## config.mk

```make
export PLATFORM = sky130hd
export DESIGN_NAME = one_bit_alu
export DESIGN_NICKNAME = d
export VERILOG_FILES = /design/src/rtl/alu_pkg.sv /design/src/rtl/full_adder.sv /design/src/rtl/one_bit_alu.sv
export SDC_FILE = /design/constraint.sdc
export NUM_CORES = 1
export LEC_CHECK = 0
export ABC_AREA = 1
export CORE_AREA = 2 2 39 41
export DETAILED_ROUTE_END_ITERATION = 6
export DIE_AREA = 0 0 41 43
export SYNTH_ARGS = -nofsm -noshare
export SYNTH_HDL_FRONTEND = slang
export SYNTH_SLANG_ARGS = --single-unit
```

## constraint.sdc

```tcl
create_clock -name clk -period 0.8 [get_ports clk]
set_input_delay 0.12 -clock clk [delete_from_list [all_inputs] [get_ports clk]]
set_output_delay 0.12 -clock clk [all_outputs]
set_load 0.05 [all_outputs]
```

## src/rtl/alu_pkg.sv

```systemverilog
// Shared ALU definitions: operation-select encoding used by the 1-bit slice
// and by wider ALUs built from ripple-chained slices.
package alu_pkg;

   localparam int unsigned OP_W = 3;

   typedef enum logic [OP_W-1:0] {
      OP_ADD  = 3'b000,
      OP_SUB  = 3'b001,
      OP_AND  = 3'b010,
      OP_OR   = 3'b011,
      OP_XOR  = 3'b100,
      OP_XNOR = 3'b101,
      OP_NAND = 3'b110,
      OP_NOR  = 3'b111
   } alu_op_e;

   // True for the two select codes that use the adder and produce a carry.
   function automatic logic is_arith(input logic [OP_W-1:0] op);
      return (op == OP_ADD) || (op == OP_SUB);
   endfunction

endpackage : alu_pkg

```

## src/rtl/full_adder.sv

```systemverilog
// Purely combinational 1-bit full adder.
// Ports:
//   x, y  - addend bits
//   ci    - carry in
//   sum   - x ^ y ^ ci
//   co    - majority(x, y, ci)
module full_adder (
   input  logic x,
   input  logic y,
   input  logic ci,
   output logic sum,
   output logic co
);

   assign sum = x ^ y ^ ci;
   assign co  = (x & y) | (x & ci) | (y & ci);

endmodule : full_adder

```

## src/rtl/one_bit_alu.sv

```systemverilog
// 1-bit ALU slice with registered result and carry.
// Ports:
//   clk      - rising-edge clock
//   rst      - asynchronous active-high reset, clears both outputs
//   a, b     - operand bits
//   cin      - carry/borrow in (arithmetic ops only)
//   s        - operation select (alu_pkg::alu_op_e encoding)
//   aluOut   - registered result bit, one cycle after sampling
//   aluCout  - registered carry-out bit; 0 for logic ops
module one_bit_alu
   import alu_pkg::*;
(
   input  logic            clk,
   input  logic            rst,
   input  logic            a,
   input  logic            b,
   input  logic            cin,
   input  logic [OP_W-1:0] s,
   output logic            aluOut,
   output logic            aluCout
);

   logic fa_y;
   logic fa_sum;
   logic fa_co;
   logic out_d;
   logic out_q;
   logic cout_d;
   logic cout_q;

   // Subtract is a + ~b + cin, so only the y operand is inverted.
   assign fa_y = (s == OP_SUB) ? ~b : b;

   full_adder u_fa (
      .x   (a),
      .y   (fa_y),
      .ci  (cin),
      .sum (fa_sum),
      .co  (fa_co)
   );

   // Result/carry select; carry is forced low for every logic op.
   always_comb begin
      out_d  = 1'b0;
      cout_d = 1'b0;
      case (s)
         OP_ADD,
         OP_SUB:  begin
            out_d  = fa_sum;
            cout_d = fa_co;
         end
         OP_AND:  out_d = a & b;
         OP_OR:   out_d = a | b;
         OP_XOR:  out_d = a ^ b;
         OP_XNOR: out_d = ~(a ^ b);
         OP_NAND: out_d = ~(a & b);
         OP_NOR:  out_d = ~(a | b);
      endcase
   end

   // Output register; the only state in the slice.
   always_ff @(posedge clk or posedge rst) begin
      if (rst) begin
         out_q  <= 1'b0;
         cout_q <= 1'b0;
      end else begin
         out_q  <= out_d;
         cout_q <= cout_d;
      end
   end

   assign aluOut  = out_q;
   assign aluCout = cout_q;

endmodule : one_bit_alu

```

; Yosys cells after proc, flatten, opt, wreduce, memory -nomap -nowiden
; Cells that the tools add are included.
[op_classes]
eq_ne = 7
n_mux = 3
bitwise = 14
n_reduce_logical = 2
[op_table]
columns = op, n
row1 = $eq 3x3->1 const B, 4
row2 = $pmux 1 s7, 1
row3 = $eq 3x2->1 const B, 2
row4 = $and 1x1->1, 4
row5 = $not 1->1, 4
row6 = $eq 3x1->1 const B, 1
row7 = $logic_not 3->1, 1
row8 = $or 1x1->1, 3
row9 = $xor 1x1->1, 3
row10 = $mux 1, 2
row11 = $reduce_or 2->1, 1
[totals]
register_bits = 2
inputBits = 8
out_inout_bits = 2
elab_cells = 28

; Logic depth before layout (Yosys ltp)
; Gate-level depths: netlist of the first run.
[depth]
depth_word = 6
depth_mapped = 8
depth_no_buf = 8

; Hierarchy
; Synthesis of the first run repeated with hierarchy kept, for this count alone.
[unflattened]
cells_unflattened = 28
area_unflattened_um2 = 200.2
[modules_own_cells]
columns = mod, n_inst, cells_per_inst, area_each_um2, seq_area_each_um2
row1 = one_bit_alu, 1, 27, 180.2, 50.0
row2 = full_adder, 1, 1, 20.0, 0.0

; Worst setup path before layout of the first run
; Ideal clock, no wire load.
[synth_path]
path_kind = in2reg
start = input s[1]
end = register out_q (netlist: aluOut)
setup_ns = 0.116
t_arrival_ns = 1.043
required_time_ns = 0.684
path_slack_ns = -0.359
path_stages = 8
path_buffers = 0
path_cell_list = nor2_1 -> nand2_1 -> xor2_1 -> fa_1 -> nor2_1 -> nor2_1 -> nand2_1 -> nand2_1
[synth_between]
elab_chain_cells = 5
elab_cells_between_ends = 13
classes_between = 7 x eq/ne / 2 x mux / 2 x bitwise / 2 x reduce/logical
[synth_rtl]
columns = item, line_no
row1 = start: declaration, one_bit_alu.sv:18  ; input logic [OP_W-1:0] s,
row2 = $eq 3x1->1, "one_bit_alu.sv:32, one_bit_alu.sv:46"
row3 = $mux 1, one_bit_alu.sv:32  ; assign fa_y = (s == OP_SUB) ? ~b : b;
row4 = $xor 1x1->1 (2 in series), full_adder.sv:15  ; assign sum = x ^ y ^ ci;
row5 = $pmux 1 s7 (*), one_bit_alu.sv:46  ; case (s)
row6 = named net out_d, one_bit_alu.sv:26  ; logic out_d;
row7 = end signal: assignment, one_bit_alu.sv:67  ; out_q <= out_d;
row8 = end: declaration, one_bit_alu.sv:27  ; logic out_q;
; The timed path passes the listed nets; every way through them passes the cells marked *.

; Worst setup path after layout of the first run
; Ends and elaborated chain as after synthesis.

==> parameters.txt, run 1 <==
Parameter                              Value

Run status
  Result of the run ... complete, but fails checks
  Violations in the final reports ... negative setup slack

Finish
  Final design instance area without fill ... 407.9 µm²
  Antenna diode count ... 0
  Filler instances ... 151
  Post-route insts no fill ... 60
  Net count reported at finish ... 57
  Ratio of cells with drive above 1 in the final layout ... 45.45%
  Layout overhead on the synthesized area ... 103.7%

Detailed routing
  Detailed Route Iter0 Violations ... 1
  Pre-antenna DRT Iters ... 2
  DRC violation count after routing ... 0
  Post-route ant nets ... 0
  Final Routed Wirelength ... 464 µm
  Avg WL per Cell ... 7.733 µm
  Vias post-DR ... 222
  Average via count per standard cell ... 3.700

CTS
  Maximum level of the CTS H-tree ... 1
  Clock tree root driver cell ... sky130_fd_sc_hd__clkbuf_4
  Clock tree from TritonCTS ... done
  CTS sink cnt ... 2
  Clock tree buffer depth ... 2
  Number of buffers added by the clock tree synthesis step ... 3
  # hold bufs at CTS ... 0
  Clock slew at reported path FFs ... 30 ps

Placement
  Number of cells after detailed placement ... 56
  Number of input and output port buffers inserted ... 9
  Detail Placement HPWL ... 349.8 µm
  Routability-driven placement congestion ratio ... 0.7446
  Instance area at placement ... 352.8 µm²

Critical path
  Maximum fanout along the worst path ... 2
  Critical Path Max Stage Delay ... 420 ps
  Kind of end point of the critical path ... register
  CP startpoint kind ... input pin
  Crit-path leading delay family ... adder cells
  Critical path start-end classification ... input pin to register
  Worst path required time ... 910 ps
  CP Cell Sequence ... buf_8 > nor2_4 > nand2_2 > xor2_2 > fa_1 > nor2_1 > nor2_1 > nand2_1 > nand2_1
  WP buf/inv ... 1
  Arrival time at the worst endpoint ... 1180 ps
  Worst-path cell with the longest stage delay ... sky130_fd_sc_hd__fa_1

Power and ir drop
  Leakage power figure ... 0.0002206 µW
  Internal power consumption ... 384.8 µW
  Net switching power figure ... 159.6 µW
  Part of the total power dissipated in combinational logic ... 37.4%
  Areal power density over the cells ... 1335 mW/mm²
  Total chip power ... 544.4 µW
  Switching fraction of total power ... 29.32%
  Sequential share of power ... 21.8%
  VDD IR-drop max ... 0.4709 mV
  Fraction of power consumed by the clock network ... 40.7%

Timing
  Tcrit/Tclk final ... 134.2%
  Slew of the pin with the lowest slew margin ... 151.6 ps
  F_max ... 931.4 MHz
  Worst rel slew slack ... 89.87%
  Final hold viol count ... 0
  Final setup violation count ... 4
  Post-layout min period ... 1074 ps
  RSZ-0062 raised after global routing ... yes
  Worst hold slack ... 48.78 ps
  Worst setup slack after layout ... -273.6 ps
  Max-slew violation total from the final report ... 0
  Post-Route Setup TNS ... -557.0 ps

Synthesis
  Syn avg cell area ... 7.150 µm²
  Number of register bits inferred by synthesis ... 2
  Number of distinct library cells after synthesis ... 12
  Net count after synthesis ... 39
  Mapped Cells ... 28
  Count of yosys warnings during synthesis ... 0
  Netlist area before placement ... 200.2 µm²
  Register area share after synthesis ... 25.00%

Floorplan
  Core Box Area ... 0.001384 mm²
  Overall die width ... 41 µm
  Starting Density ... 14.47%
  Total I/O pin count ... 10
  Die area ... 0.001763 mm²
  Die outline height ... 43 µm
  Row count ... 14

Global route
  Grt ovf ... 0
  Via count of the first global-routing pass ... 245
  Routing usage on met3 ... 3.141%
  Number of antenna violations at the first check in global routing ... 0
  GR Util met1 ... 8.682%
  Global-route track usage on met2 ... 10.31%
  Largest net degree at the start of global routing ... 5
  Busiest layer in global routing ... met4
  Global-route wire length before repair ... 910 µm
  All-layer global routing usage ... 8.434%

Flow run
  Number of max-capacitance violations reported ... 0

Min path
  Tightest Hold Check Type ... input pin to asynchronous set/reset pin
power by group through the flow:
stage / clock [µW] / sequential [µW] / combinational, µW
after floorplan: 0 / 148 / 55.2
after global placement: 0 / 119 / 190
final: 222 / 119 / 204
after CTS: 238 / 119 / 206
after global routing: 251 / 119 / 225
after detailed placement: 0 / 120 / 192
synthesized netlist by cell type (all sizes together):
| library cell | instances | share of area, % |
|---|---|---|
| xor2 | 1 | 4.4 |
| nor2 | 3 | 5.6 |
| dfrtp | 2 | 25 |
| inv | 7 | 13 |
| nor3b | 1 | 3.8 |
| nand3 | 2 | 7.5 |
| ha | 2 | 12 |
| nand2 | 9 | 18 |
| fa | 1 | 10 |
layout make-up:
class	count	area, µm²	share of cell area, %
flip-flops and latches	2	50.05	12.27
multi-input cells	19	141.4	34.66
repair buffers	13	147.6	36.20
well taps	16	20.02	4.908
inverters	7	26.28	6.442
clock buffers	3	22.52	5.521
layout by cell type, fill, tap and decap left out, types with 2 or more instances in the layout:
cell type / n
sky130_fd_sc_hd__buf_12: 2
sky130_fd_sc_hd__buf_4: 4
sky130_fd_sc_hd__buf_8: 2
sky130_fd_sc_hd__clkbuf_4: 3
sky130_fd_sc_hd__dfrtp_1: 2
sky130_fd_sc_hd__ha_1: 2
sky130_fd_sc_hd__inv_1: 5
sky130_fd_sc_hd__inv_2: 2
sky130_fd_sc_hd__nand2_1: 7
sky130_fd_sc_hd__nand2_2: 2
sky130_fd_sc_hd__nor2_1: 2
cells by family (layout without fill, tap and decap cells):
logic type	after synthesis	count (layout)	synth area share [%]
simple gates	15	15	35.00
buf+inv	7	23	13.12
fa+ha+maj	3	3	22.50
flops	2	2	25.00
xor+xnor	1	1	4.376
stage by stage:
stage | utilization [%] | setup WS, ps
6_report | 29.48 | -273.6
5_1_grt | 29.48 | -319.2
4_1_cts | 29.39 | -334.2
3_5_place_dp | 25.50 | -925.8
3_3_place_gp | 25.50 | -914.7
2_1_floorplan | - | -359.0
timing repair:
item,CTS,global route
endpoints found under the setup margin,4,4
buffers inserted,1,0
resized for setup,22,3
gates cloned,0,0
pin swaps,8,6
sequential cells by signal, indices dropped and copies added, names as in the netlist:
signal and flops:
aluOut 1, aluCout 1
per-layer routing:
layer,share of wire [%],wire [µm]
met1,34,156
met2,53,245
met3,10,47
met4,3.0,14
met5,0,0
worst max-delay path by stage:
stage                     startpoint  endpoint  slack (ps)  depth (start not counted)
after floorplan                 s[1]    aluOut        -360                          8
after global placement          s[2]    aluOut        -910                          9
after detailed placement        s[2]    aluOut        -930                          9
after CTS                       s[2]    aluOut        -330                          9
after global routing            s[1]    aluOut        -320                          9
final                           s[1]    aluOut        -270                          9
Power figures use the tool's default switching activity.
==> run 2, diff against run 1 <==
--- a/config.mk
+++ b/config.mk
@@ -6,6 +6,7 @@
 export NUM_CORES = 1
 export LEC_CHECK = 0
 export ABC_AREA = 1
+export CAP_MARGIN = 25
 export CORE_AREA = 2 2 39 41
 export DETAILED_ROUTE_END_ITERATION = 6
 export DIE_AREA = 0 0 41 43
==> results of run 2 <==
Same layout as run 1: the final DEF is identical, and so are final timing and power.
==> variant 1 (flow settings as in run 1) <==
Remove the register `cout_q`: a continuous assignment takes its place, so the output `aluCout` follows one clock earlier.
--- a/src/rtl/one_bit_alu.sv
+++ b/src/rtl/one_bit_alu.sv
@@ -62,12 +62,12 @@
    always_ff @(posedge clk or posedge rst) begin
       if (rst) begin
          out_q  <= 1'b0;
-         cout_q <= 1'b0;
       end else begin
          out_q  <= out_d;
-         cout_q <= cout_d;
       end
    end
+
+   assign cout_q = cout_d;
 
    assign aluOut  = out_q;
    assign aluCout = cout_q;
Formal check against the unedited RTL: not equivalent (Yosys sat finds a counterexample within 4 cycles, from zero or initial values and one cycle with rst high).
==> variant 1 against run 1 <==
- the flow still finishes with violations (negative setup slack)
- setup slack worse by 0.27 ns
- cell area is 12% lower
- area after synthesis fell by 13%
- critical path depth unchanged
- power decreased by 50%
- worst hold slack better by 0.21 ns
- fmax is 20% lower
- wire length fell by 18%
- sequential cell count down 1
- critical path type unchanged
==> variant 1: results <==
placement:
  dpl_cell_area_um2: 349.1
  dpl.hpwl_um: 362.6
  gp_congestion: 0.6007
route:
  avgRoutedWirePerCell_um: 6.702
  drt_pass1_iterations: 1
  via_count: 192
  drt_iter0_markers: 0
outcome:
  violations: "negative setup slack"
  status: "complete, but fails checks"
sta:
  setup_viol: 2
  setup_ws_ns: -0.5416
  slew_headroom: 0.8977
  setup_tns_ns: -0.9915
setup_path:
  crit_start: "s[2]"
  critPathArrivalTime_ns: 1.28
  worst_path_max_delay_cell: "fa_2"
  critPathMaxStageDelay_ns: 0.53
logic_synthesis:
  synth.net_count: 38
  synth_area_leaders: "nand2_1 (17%), dfrtp_1 (14%), ha_1 (14%), inv_1 (13%), fa_1 (11%)"
  seq_area_frac_synth: 0.1429
  synth-async-reset-ratio: 1.000
  yosys-top-cells-count: "nand2_1 (8), inv_1 (6), nor2_1 (3)"
power:
  p_leak_nw: 0.1887
  irDropWorstVdd_mv: 0.1209
clock_network:
  clkTransAtPathRegs_ns: 0
global_routing:
  grt_pass1_wl_um: 648
  antenna_found_initial: 0
  grt_pass1_vias: 198
  grtUsageTotal: 0.04810
finish:
  nets: 54
  drive_gt1_frac: 0.5122
## variant 1: cell type report
type	instances	area (um^2)
multi-input combinational	19	157.7
tap	16	20.02
inverter	7	26.28
timing repair buffer	14	128.9
fill	164	1026
sequential	1	25.02
## variant 1: logic make-up after synthesis
logic type | after synthesis | share of synthesized area
buffers and inverters | 7 | 0.1500
and+or+nand+nor | 15 | 0.4000
adders and majority gates | 3 | 0.2571
xor gates and xnor gates | 1 | 0.05001
DFF | 1 | 0.1428
## variant 1: timing repair
| item | in CTS | in global routing |
|---|---|---|
| endpoints found under the setup margin | 2 | 2 |
| resized for setup | 24 | 2 |
| pin swaps | 6 | 4 |
| buffers inserted | 0 | 0 |
## variant 1: worst min path at each step
stage	start	end	slack, ns	cells after the start
detailed placement	rst	aluOut	0.26	2
finish	rst	aluOut	0.26	2
CTS	rst	aluOut	0.26	2
floorplan	rst	aluOut	-0.15	1
global placement	rst	aluOut	0.26	2
global route	rst	aluOut	0.28	2
## variant 1: where the power goes
part / switching (mW) / leakage, nW / total [mW] / internal, mW
registers: 0.00548 / 0.0119 / 0.0638 / 0.0583
clock network: 0 / 0 / 0 / 0
logic: 0.101 / 0.177 / 0.209 / 0.108
## variant 1: worst max-delay path: cells and delay by family
kind / cells / cell delay (ns)
xor+xnor: 1 / 0.14
fa+ha+maj: 1 / 0.53
buf+inv: 1 / 0.10
simple gates: 6 / 0.38
## variant 1: through the flow
step	instances	worst slack, ns	util
global route	57	-0.6450	0.2586
finish	57	-0.5416	0.2586
floorplan	27	-0.3811	-
detailed placement	57	-0.9467	0.2523
global placement	57	-0.9259	0.2523
CTS	57	-0.5738	0.2604
## variant 1: metal layers
layer,vias up,track usage,share of wire
li1,105,-,-
met1,79,0.05751,0.44
met2,8,0.09375,0.46
met3,0,0,0.099
met4,0,0,0
met5,-,0,0
==> variant 2 (config.mk and constraints of run 1) <==
Without the edit above. Make the reset (`rst`) synchronous in one clocked block. Comments in the files are not updated.
--- a/src/rtl/one_bit_alu.sv
+++ b/src/rtl/one_bit_alu.sv
@@ -59,7 +59,7 @@
    end
 
    // Output register; the only state in the slice.
-   always_ff @(posedge clk or posedge rst) begin
+   always_ff @(posedge clk) begin
       if (rst) begin
          out_q  <= 1'b0;
          cout_q <= 1'b0;
Behaviour: differs if rst is asserted again (counterexample within 4 cycles, from zero or initial values and one cycle with rst high); with rst held inactive, the same outputs for 10 cycles.
==> variant 2 against run 1 <==
- non-clock buffer count grew 1
- the run still ends with negative setup slack left
- combinational power shrank 13%
- global-route usage shrank 1.5 points
- cell area shrank 2.8%
- die area is the same
- area after synthesis shrank 6.3%
- sequential cell count is the same
- critical endpoint is now aluOut
- setup slack lost 0.036 ns
- synthesized cell count grew 3.6%
- sequential power shrank 5%
- wire length grew 0.65%
- power shrank 6.6%
==> variant 2: results <==
route:
  avgRoutedWirePerCell_um: 7.532
  met3_length_um: 33
  via_per_inst: 3.742
  route.met2.wl_um: 241
  met1Wirelength_um: 192
  dr.max_layer_used: "met3"
  drt_iter0_markers: 6
global_routing:
  grt_pass1_wl_um: 800
  grt_use_met1: 0.07668
  grtUsageTotal: 0.06914
  grt_pass1_vias: 230
  use_met3: 0.03141
  grt_max_degree: 6
  use_met2: 0.09375
placement:
  gp_congestion: 0.7397
  io_buffers: 9
  dpl.hpwl_um: 382.9
  pre_cts_ws_ns: -0.9714
worst_hold_path:
  worstHoldPathType: "primary input to flop"
  hold_path_startpoint: "s[2]"
logic_synthesis:
  synthXorXnorAreaFrac: 0.04667
  yosys.area_share.adder: 0.2400
  synth-async-reset-ratio: 0
  synth.net_count: 40
  seq_area_frac_synth: 0.2133
  synth_compound_area_frac: 0.02667
  yosys-top-cells-count: "inv_1 (7), nand2_1 (6), nor2_1 (5)"
  synth_cell_type_count: 10
  synth_area_leaders: "dfxtp_1 (21%), inv_1 (14%), ha_1 (13%), nand2_1 (12%), fa_1 (11%)"
sta:
  slew_headroom: 0.8571
  setup_ws_ns: -0.3100
  hold-worst-slack_ns: 0.1645
  setup_tns_ns: -0.5278
  setup_viol: 3
power:
  comb_power_share: 0.347
  pwr-share-seq: 0.223
  p_sw_mw: 0.1411
  p_leak_nw: 0.2070
  irDropWorstVdd_mv: 0.3173
finish:
  nets: 59
  fill_cells: 150
  antenna_cells: 0
  drive_gt1_frac: 0.4130
clock_network:
  post_cts_resized: 23
  clkTransAtPathRegs_ns: 0.03
outcome:
  status: "complete, but fails checks"
  violations: "negative setup slack"
setup_path:
  critPathArrivalTime_ns: 1.27
  cp-endpoint: "aluOut"
  crit_start: "s[1]"
  critPathMaxStageDelay_ns: 0.44
[variant 2: changes by cell type in the layout (fill, tap and decap cells not counted), sizes merged, moves of 2 or more]
| cell | delta |
|---|---|
| nand2 | -3 |
| buf | +2 |
| dfrtp | -2 |
| dfxtp | +2 |
| nor2 | +2 |
[variant 2: per-stage QoR]
| step | util | cell area [um^2] | power, mW | instances |
|---|---|---|---|---|
| final | 0.2866 | 396.6 | 0.5084 | 62 |
| after global routing | 0.2866 | 396.6 | 0.5578 | 62 |
| after floorplan | - | 195.2 | 0.1854 | 29 |
| after CTS | 0.2712 | 375.4 | 0.5203 | 61 |
| after global placement | 0.2514 | 347.8 | 0.2807 | 57 |
| after detailed placement | 0.2514 | 347.8 | 0.2839 | 57 |
[variant 2: final cells by class]
cell class	instances	area (um^2)	share of cell area
repair buffers	14	147.6	0.3722
well taps	16	20.02	0.05047
clock buffers	3	22.52	0.05678
flip-flops and latches	2	41.29	0.1041
multi-input cells	20	138.9	0.3502
inverters	7	26.28	0.06625
